$ cat src/rtl/mips_pkg.sv
// Shared types and constants for the memory stage: branch encodings,
// memory-access FSM states and the EX/MEM register payload.
package mips_pkg;

    typedef enum logic [3:0] {
        BR_NONE = 4'd0,
        BR_EQ   = 4'd1,
        BR_NE   = 4'd2,
        BR_LTZ  = 4'd3,
        BR_GEZ  = 4'd4,
        BR_J    = 4'd5,
        BR_JR   = 4'd6
    } branch_type_t;

    typedef enum logic [1:0] {
        IDLE   = 2'd0,
        ACCESS = 2'd1,
        RESP   = 2'd2
    } mem_state_t;

    // Load data substituted when an access times out
    localparam logic [31:0] DEAD_BEEF = 32'hDEAD_BEEF;

    typedef struct packed {
        logic [31:0]  alu_out;
        logic [31:0]  write_data;
        logic [4:0]   write_reg;
        logic         reg_write;
        logic         mem_to_reg;
        logic         mem_write;
        logic         branch;
        logic         zero;
        logic [31:0]  pc_branch;
        logic [31:0]  jump_addr;
        branch_type_t branch_type;
    } exmem_t;

endpackage

$ cat src/rtl/memory_stage_if.sv
// Data-memory request/acknowledge bus between the memory stage and data memory.
interface memory_stage_if #(
    parameter int unsigned ADDR_W = 32,
    parameter int unsigned DATA_W = 32
);
    logic              dmem_req;
    logic              dmem_we;
    logic [ADDR_W-1:0] dmem_addr;
    logic [DATA_W-1:0] dmem_wdata;
    logic              dmem_ack;
    logic [DATA_W-1:0] dmem_rdata;

    modport master (
        output dmem_req, dmem_we, dmem_addr, dmem_wdata,
        input  dmem_ack, dmem_rdata
    );

    modport slave (
        input  dmem_req, dmem_we, dmem_addr, dmem_wdata,
        output dmem_ack, dmem_rdata
    );
endinterface

$ cat src/rtl/branch_resolve.sv
// Combinational branch/jump resolution: decides whether fetch is redirected
// and to which target. Shared with the early-branch decode variant.
module branch_resolve
    import mips_pkg::*;
(
    input  branch_type_t branch_type,
    input  logic         branch,
    input  logic         zero,
    input  logic         alu_msb,
    input  logic [31:0]  pc_branch,
    input  logic [31:0]  jump_addr,
    output logic         pc_src_c,
    output logic [31:0]  pc_target_c
);

    always_comb begin
        pc_src_c    = 1'b0;
        pc_target_c = pc_branch;
        case (branch_type)
            BR_EQ:  pc_src_c = branch & zero;
            BR_NE:  pc_src_c = branch & ~zero;
            BR_LTZ: pc_src_c = branch & alu_msb;
            BR_GEZ: pc_src_c = branch & ~alu_msb;
            BR_J, BR_JR: begin
                pc_src_c    = branch;
                pc_target_c = jump_addr;
            end
            default: pc_src_c = 1'b0;
        endcase
    end

endmodule

$ cat src/rtl/memory_stage.sv
// MIPS memory stage: EX/MEM register, data-memory access FSM and branch redirect.
// Optional MEM_TIMEOUT_EN adds an access timeout with a sticky error flag.
module memory_stage
    import mips_pkg::*;
#(
    parameter int unsigned ADDR_W = 32,
    parameter int unsigned DATA_W = 32
`ifdef MEM_TIMEOUT_EN
    ,
    parameter int unsigned TIMEOUT_CYC = 255
`endif
) (
    input  logic                 clk,
    input  logic                 rst,
    input  logic [31:0]          alu_out_e,
    input  logic [31:0]          write_data_e,
    input  logic [4:0]           write_reg_e,
    input  logic                 reg_write_e,
    input  logic                 mem_to_reg_e,
    input  logic                 mem_write_e,
    input  logic                 branch_e,
    input  logic                 zero_e,
    input  logic [31:0]          pc_branch_e,
    input  logic [31:0]          jump_addr_e,
    input  logic [3:0]           branch_type_e,
    memory_stage_if.master       dmem,
    output logic                 stall_m,
    output logic [31:0]          alu_out_m,
    output logic [31:0]          read_data_m,
    output logic [4:0]           write_reg_m,
    output logic                 reg_write_m,
    output logic                 mem_to_reg_m,
    output logic                 pc_src_m,
    output logic [31:0]          pc_target_m,
    output logic                 mem_err_m
);

    exmem_t     ex_e;
    exmem_t     ex_m;
    mem_state_t state;
    mem_state_t state_nxt;
    logic       in_access;
    logic       mem_op_e;
    logic       is_load_m;
    logic       tmo_hit;
    logic       br_src_c;

    assign ex_e = '{
        alu_out:     alu_out_e,
        write_data:  write_data_e,
        write_reg:   write_reg_e,
        reg_write:   reg_write_e,
        mem_to_reg:  mem_to_reg_e,
        mem_write:   mem_write_e,
        branch:      branch_e,
        zero:        zero_e,
        pc_branch:   pc_branch_e,
        jump_addr:   jump_addr_e,
        branch_type: branch_type_t'(branch_type_e)
    };

    // Stall is a pure state decode so dmem_ack never reaches upstream combinationally
    assign in_access = (state == ACCESS);
    assign mem_op_e  = mem_write_e | mem_to_reg_e;
    // Store wins when both memory controls are set
    assign is_load_m = ex_m.mem_to_reg & ~ex_m.mem_write;

    // EX/MEM register, frozen while an access is outstanding
    always_ff @(posedge clk or posedge rst) begin
        if (rst) begin
            ex_m <= '0;
        end else if (!in_access) begin
            ex_m <= ex_e;
        end
    end

    always_ff @(posedge clk or posedge rst) begin
        if (rst) begin
            state <= IDLE;
        end else begin
            state <= state_nxt;
        end
    end

    always_comb begin
        state_nxt       = state;
        stall_m         = 1'b0;
        dmem.dmem_req   = 1'b0;
        dmem.dmem_we    = 1'b0;
        dmem.dmem_addr  = '0;
        dmem.dmem_wdata = '0;
        case (state)
            IDLE, RESP: state_nxt = mem_op_e ? ACCESS : IDLE;
            ACCESS: begin
                stall_m         = 1'b1;
                dmem.dmem_req   = 1'b1;
                dmem.dmem_we    = ex_m.mem_write;
                dmem.dmem_addr  = ADDR_W'({ex_m.alu_out[31:2], 2'b00});
                dmem.dmem_wdata = DATA_W'(ex_m.write_data);
                if (dmem.dmem_ack || tmo_hit) begin
                    state_nxt = RESP;
                end
            end
            default: state_nxt = IDLE;
        endcase
    end

    always_ff @(posedge clk or posedge rst) begin
        if (rst) begin
            read_data_m <= '0;
        end else if (in_access) begin
            if (dmem.dmem_ack) begin
                if (is_load_m) begin
                    read_data_m <= 32'(dmem.dmem_rdata);
                end
            end else if (tmo_hit) begin
                read_data_m <= DEAD_BEEF;
            end
        end
    end

`ifdef MEM_TIMEOUT_EN
    localparam logic [7:0] TMO_LAST = 8'(TIMEOUT_CYC - 1);

    logic [7:0] tmo_cnt;
    logic       mem_err;

    // Counter is held at zero outside ACCESS, so every entry starts from zero
    always_ff @(posedge clk or posedge rst) begin
        if (rst) begin
            tmo_cnt <= '0;
            mem_err <= 1'b0;
        end else begin
            tmo_cnt <= in_access ? tmo_cnt + 8'd1 : 8'd0;
            if (tmo_hit) begin
                mem_err <= 1'b1;
            end
        end
    end

    assign tmo_hit   = in_access & ~dmem.dmem_ack & (tmo_cnt == TMO_LAST);
    assign mem_err_m = mem_err;
`else
    assign tmo_hit   = 1'b0;
    assign mem_err_m = 1'b0;
`endif

    branch_resolve u_branch_resolve (
        .branch_type (ex_m.branch_type),
        .branch      (ex_m.branch),
        .zero        (ex_m.zero),
        .alu_msb     (ex_m.alu_out[31]),
        .pc_branch   (ex_m.pc_branch),
        .jump_addr   (ex_m.jump_addr),
        .pc_src_c    (br_src_c),
        .pc_target_c (pc_target_m)
    );

    // No redirect while the pipeline is frozen on a memory access
    assign pc_src_m     = br_src_c & ~in_access;
    assign alu_out_m    = ex_m.alu_out;
    assign write_reg_m  = ex_m.write_reg;
    assign reg_write_m  = ex_m.reg_write;
    assign mem_to_reg_m = ex_m.mem_to_reg;

endmodule

$ cat src/flat_wrapper.sv
// flat-port wrapper written by rule: the top's interface ports become plain ports
module memory_stage_flat import mips_pkg::*;
#(
    parameter int unsigned ADDR_W = 32,
    parameter int unsigned DATA_W = 32

)
  (clk, rst, alu_out_e, write_data_e, write_reg_e, reg_write_e, mem_to_reg_e, mem_write_e, branch_e, zero_e, pc_branch_e, jump_addr_e, branch_type_e, stall_m, alu_out_m, read_data_m, write_reg_m, reg_write_m, mem_to_reg_m, pc_src_m, pc_target_m, mem_err_m, dmem_dmem_req, dmem_dmem_we, dmem_dmem_addr, dmem_dmem_wdata, dmem_dmem_ack, dmem_dmem_rdata);
  memory_stage_if #(.ADDR_W(ADDR_W), .DATA_W(DATA_W)) dmem_i ();
  input  logic clk;
  input  logic rst;
  input  logic [31:0] alu_out_e;
  input  logic [31:0] write_data_e;
  input  logic [4:0] write_reg_e;
  input  logic reg_write_e;
  input  logic mem_to_reg_e;
  input  logic mem_write_e;
  input  logic branch_e;
  input  logic zero_e;
  input  logic [31:0] pc_branch_e;
  input  logic [31:0] jump_addr_e;
  input  logic [3:0] branch_type_e;
  output logic stall_m;
  output logic [31:0] alu_out_m;
  output logic [31:0] read_data_m;
  output logic [4:0] write_reg_m;
  output logic reg_write_m;
  output logic mem_to_reg_m;
  output logic pc_src_m;
  output logic [31:0] pc_target_m;
  output logic mem_err_m;
  output wire logic [$bits(dmem_i.dmem_req)-1:0] dmem_dmem_req;
  output wire logic [$bits(dmem_i.dmem_we)-1:0] dmem_dmem_we;
  output wire logic [$bits(dmem_i.dmem_addr)-1:0] dmem_dmem_addr;
  output wire logic [$bits(dmem_i.dmem_wdata)-1:0] dmem_dmem_wdata;
  input wire logic [$bits(dmem_i.dmem_ack)-1:0] dmem_dmem_ack;
  input wire logic [$bits(dmem_i.dmem_rdata)-1:0] dmem_dmem_rdata;
  assign dmem_dmem_req = dmem_i.dmem_req;
  assign dmem_dmem_we = dmem_i.dmem_we;
  assign dmem_dmem_addr = dmem_i.dmem_addr;
  assign dmem_dmem_wdata = dmem_i.dmem_wdata;
  assign dmem_i.dmem_ack = dmem_dmem_ack;
  assign dmem_i.dmem_rdata = dmem_dmem_rdata;
  memory_stage #(.ADDR_W(ADDR_W), .DATA_W(DATA_W)) u_core (.clk(clk), .rst(rst), .alu_out_e(alu_out_e), .write_data_e(write_data_e), .write_reg_e(write_reg_e), .reg_write_e(reg_write_e), .mem_to_reg_e(mem_to_reg_e), .mem_write_e(mem_write_e), .branch_e(branch_e), .zero_e(zero_e), .pc_branch_e(pc_branch_e), .jump_addr_e(jump_addr_e), .branch_type_e(branch_type_e), .dmem(dmem_i), .stall_m(stall_m), .alu_out_m(alu_out_m), .read_data_m(read_data_m), .write_reg_m(write_reg_m), .reg_write_m(reg_write_m), .mem_to_reg_m(mem_to_reg_m), .pc_src_m(pc_src_m), .pc_target_m(pc_target_m), .mem_err_m(mem_err_m));
endmodule
$ cat config.mk
export PLATFORM = sky130hd
export DESIGN_NAME = memory_stage_flat
export DESIGN_NICKNAME = d
export VERILOG_FILES = /design/src/rtl/mips_pkg.sv /design/src/rtl/memory_stage_if.sv /design/src/rtl/branch_resolve.sv /design/src/rtl/memory_stage.sv /design/src/flat_wrapper.sv
export SDC_FILE = /design/constraint.sdc
export NUM_CORES = 1
export LEC_CHECK = 0
export BUFFER_PORTS_ARGS = -buffer_cell sky130_fd_sc_hd__buf_2
export CORE_ASPECT_RATIO = 0.5
export CORE_MARGIN = 1
export CORE_UTILIZATION = 47
export CTS_BUF_LIST = sky130_fd_sc_hd__clkbuf_16
export DETAILED_ROUTE_END_ITERATION = 12
export PLACE_DENSITY = 0.8
export SYNTH_ARGS = -nofsm -noshare
export SYNTH_HDL_FRONTEND = slang
export SYNTH_SLANG_ARGS = --single-unit
$ cat constraint.sdc
create_clock -name clk -period 6.9 [get_ports clk]
set_input_delay 0.345 -clock clk [delete_from_list [all_inputs] [get_ports clk]]
set_output_delay 0.345 -clock clk [all_outputs]
set_load 0.05 [all_outputs]
# Yosys cells after proc, flatten, opt, wreduce, memory -nomap -nowiden
# Cells that the tools add are included.
# classes
bitwise_logic	11
muxes	9
n_reduce_logical	4
n_eq_ne	9
# ops
op	count
two-way mux 32 bit	3
== test 4 x 3 -> 1 bit (second input constant)	3
== test 4 x 2 -> 1 bit (second input constant)	2
bitwise AND 1 bit	6
case mux 1 bit (5 select lines)	1
== test 4 x 1 -> 1 bit (second input constant)	1
NOT 1 bit	4
case mux 2 bit (2 select lines)	1
OR reduction 2 bit	2
two-way mux 1 bit	3
AND reduction 3 bit	1
== test 2 x 1 -> 1 bit (second input constant)	1
== test 2 bit (second input constant)	1
logical NOT 2 bit	1
two-way mux 2 bit	1
inequality test 2 bit (second input constant)	1
bitwise OR 1 bit	1
# totals
out_inout_bits	172
elab_cells	46
in_bits	177
reg_bits	176

# Longest topological paths before layout
# depth
word_depth	4
depth_mapped	8
depth_no_buf	4

# Modules after synthesis
# Synthesis repeated with hierarchy kept, for this count alone.
# unflattened
cells_unflattened	700
hier_area_um2	7737.4
# by_module_without_submodules
module	n_inst	area_each_um2	seq_area_each_um2	cells_each
memory_stage	1	7166.9	4404.2	656
branch_resolve	1	570.5	0.0	44

# Worst setup path before layout
# No wires, ideal clock.
# synth_path
path_kind	register to output
startpoint	reg u_core.state[0]
endpoint	out pc_src_m
path_buffers	2
path_stages_with_launch	7
t_arrival_ps	1962
t_required_ps	6555
slack_ps	4593
path_cell_list	dfrtp_1 nand2b_1 buf_4 inv_2 buf_6 or4b_1 a311oi_2
# synth_between
elab_chain_len	3
# synth_rtl
item	line	rtl
start: declaration	memory_stage.sv:40	mem_state_t state;
start signal: assignment	memory_stage.sv:81	state <= state_nxt;
== test 2 x 1 -> 1 bit	memory_stage.sv:63	assign in_access = (state == ACCESS);
NOT 1 bit	memory_stage.sv:160	assign pc_src_m = br_src_c & ~in_access;
bitwise AND 1 bit	memory_stage.sv:160	
end: declaration	flat_wrapper.sv:29	output logic pc_src_m;
# Every way passes these cells.

# Worst setup path after layout
# Ends and elaborated chain as after synthesis.

==> summary.md <==
| Metric | Value |
|---|---|
| Initial antenna violation count | `0` |
| Worst r2r src | `u_core.state[1]` |
| Met1 Use GR | `26.5%` |
| Crit start category | `flop` |
| Sequential fraction of the synthesis area | `58.6%` |
| RSZ-0062 raised after global routing | `no` |
| Share of cells above drive strength 1 | `44.7%` |
| GPL Wtd Cong | `0.778` |
| Cells along the critical path | `nand2b_4 -> clkinv_2 -> or4b_1 -> a311oi_2 -> buf_2` |
| HPWL after DPL | `12,500 um` |
| Worst setup EP type | `output port` |
| Row Count | `32` |
| Initial detailed-routing violation count | `197` |
| Die ar. | `16,500 sq um` |
| Clk Tree Root Cell | `clkbuf_16` |
| Library cells used by synthesis | `23` |
| Hold WS | `0.121 ns` |
| Hold Path Stages | `3` |
| Setup bufs post-CTS | `0` |
| Number of global-route vias before repair | `5,721` |
| Longest Clk Path Bufs | `2` |
| Hold path endpoint | `u_core.ex_m[1]` |
| Crit Reg-Reg Endpoint | `u_core.read_data_m[30]` |
| Worst R2R Path Depth | `6` |
| Antenna diode instance count | `0` |
| Worst path max stage delay | `0.76 ns` |
| Yosys top cell area share | `58.6%` |
| Max Cap Viol | `0` |
| Status | `finished, final reports clean` |
| Hold Crit Class | `in2reg` |
| Reg2reg setup slack | `3.47 ns` |
| Largest net degree at the start of global routing | `110` |
| Routed Antenna Nets | `0` |
| Final setup viols | `0` |
| Measured slew at the worst slew-check pin | `0.958 ns` |
| Aggregate global-route resource usage | `21.7%` |
| Crit Path Max Fanout | `67` |
| Met2 usage | `38.2%` |
| P&R area growth vs syn | `28.5%` |
| DRT Pass-1 Iters | `4` |
| First-pass GRT wire length | `28,400 um` |
| Overall via count from detail_route | `5,741` |
| Remaining routing DRC violations | `0` |
| Post-Syn Area | `7510 sq um` |
| Fmax | `272 MHz` |
| I/O Buffers | `345` |
| Final Hold Fails | `0` |
| Final Skew | `0.0152 ns` |
| Met3 Use GR | `4.81%` |
| Number of clock sinks | `176` |
| Syn_area_per_cell | `10.7 sq um` |
| Ranking of synthesized cells by area | `dfrtp_1, nand2_1, mux2_2, a21o_1, and2_1` |
| Final Slew Violations | `0` |
| Clock latency on the worst-skew pair | `0.42 ns` |
| Final WL | `17,600 um` |
| Setup TNS Final | `0 ns` |
| Post-route clock period utilization | `53.3%` |
| Clock slew at reported path FFs | `0.07 ns` |
| Post-Synthesis Cells | `700` |
| Grt ovf | `0` |
| Number of synthesized register bits | `176` |
| Fin nets | `1,168` |
| Ys Warns | `0` |
| Leading cell types in the layout, fill and taps excluded | `buf_2, nand2_1, dfrtp_1` |
| Worst path required time | `6.55 ns` |
| Final worst slack | `3.22 ns` |
| Top Ports | `349` |
| Slowest CP cell | `clkinv_2` |
| Filler Cells Inserted | `1,309` |
| Die H | `91.4 um` |
| CTS hold repair buffers | `0` |
| Yosys top cell by area | `dfrtp_1` |
| CTS tree | `done` |
| Resize count post-CTS | `0` |
| CORE AREA | `15,500 sq um` |
| Path type of the worst setup path | `reg2out` |
| GRT busiest layer | `met2` |
| Vias per cell | `4.75` |
| Most common cell after layout, fill and taps aside | `buf_2` |
| Die Span X | `181 um` |
| Initial Util | `48.5%` |
| DR WL/cell | `14.6 um` |
| DP Worst Slack | `3.45 ns` |
| Worst Path Arrival | `3.33 ns` |
| Total CTS buffers | `17` |
| Post-layout min period | `3.68 ns` |
| Slew HR | `36.1%` |
| Hold Startpoint | `branch_type_e[1]` |
| CTS H-Tree Depth | `4` |
[Yosys cell counts (all sizes together)]
cell and count:
nand2b 4, nor3b 1, nand2 237, conb 1, a21oi 1, and2 64, nor3 1, mux2 64
xnor2 1, o22ai 1, clkbuf 23, inv 2, and4b 1, nor2 1, a21o 63, buf 57
a311oi 1, dfrtp 176, or4b 1
[worst max path at each step]
stage	start	endpoint	slack [ns]
2_1_floorplan	rst	u_core.alu_out_m[0]	1.78
3_3_place_gp	u_core.state[1]	u_core.read_data_m[28]	3.52
3_5_place_dp	u_core.state[1]	u_core.read_data_m[1]	3.45
4_1_cts	u_core.state[0]	pc_src_m	3.18
5_1_grt	u_core.state[0]	pc_src_m	2.91
6_report	u_core.state[0]	pc_src_m	3.22
[cell type report]
type                       instances  area, sq um  share of cell area (%)
timing repair buffer             350         1760                    18.3
multi-input combinational        444         2610                    27.0
sequential                       176         4400                    45.6
inverter                           2         13.8                   0.143
tap                              204          255                    2.64
clock buffer                      17          425                    4.41
clock inverter                    15          181                    1.88
[through the flow]
stage          area, sq um  std cells  utilization (%)
6_report              9650       1208             62.3
5_1_grt               9650       1208             62.3
4_1_cts               9650       1208             62.3
3_5_place_dp          9050       1176             58.4
3_3_place_gp          9050       1176             58.4
2_1_floorplan         7520        702                -
[per-layer routing]
layer,wire (um),share of wire [%]
met5,0,0
met4,380,2.2
met3,851,4.8
met2,9090,52
met1,7300,41
[critical path: cells and delay by family (launching register included)]
kind / cells / cell delay (ns)
buffers and inverters: 2 / 1.07
AND/OR/NAND/NOR: 2 / 1.19
flip-flops: 1 / 0.41
AO/OA/AOI/OAI: 1 / 0.19
[sequential cells by signal, summed over array words and instances, names as in the netlist]
register             cells
u_core.mem_to_reg_m      1
u_core.state             2
u_core.write_reg_m       5
u_core.reg_write_m       1
u_core.alu_out_m        32
u_core.read_data_m      32
u_core.ex_m            103
[cells by family (layout without fill, tap and decap cells)]
group                     after synthesis  count (layout)  share of synthesized area, %
AOI/OAI and AO/OA                      66              66                          6.65
xor gates and xnor gates                1               1                         0.117
buffers and inverters                  82             384                          6.90
DFF                                   176             176                          58.6
muxes                                  64              64                          9.60
other                                   1               3                        0.0499
and+or+nand+nor                       310             310                          18.1
Power is not shown: default switching activity piles up to over one toggle a cycle in this logic, so the estimate is an artifact.
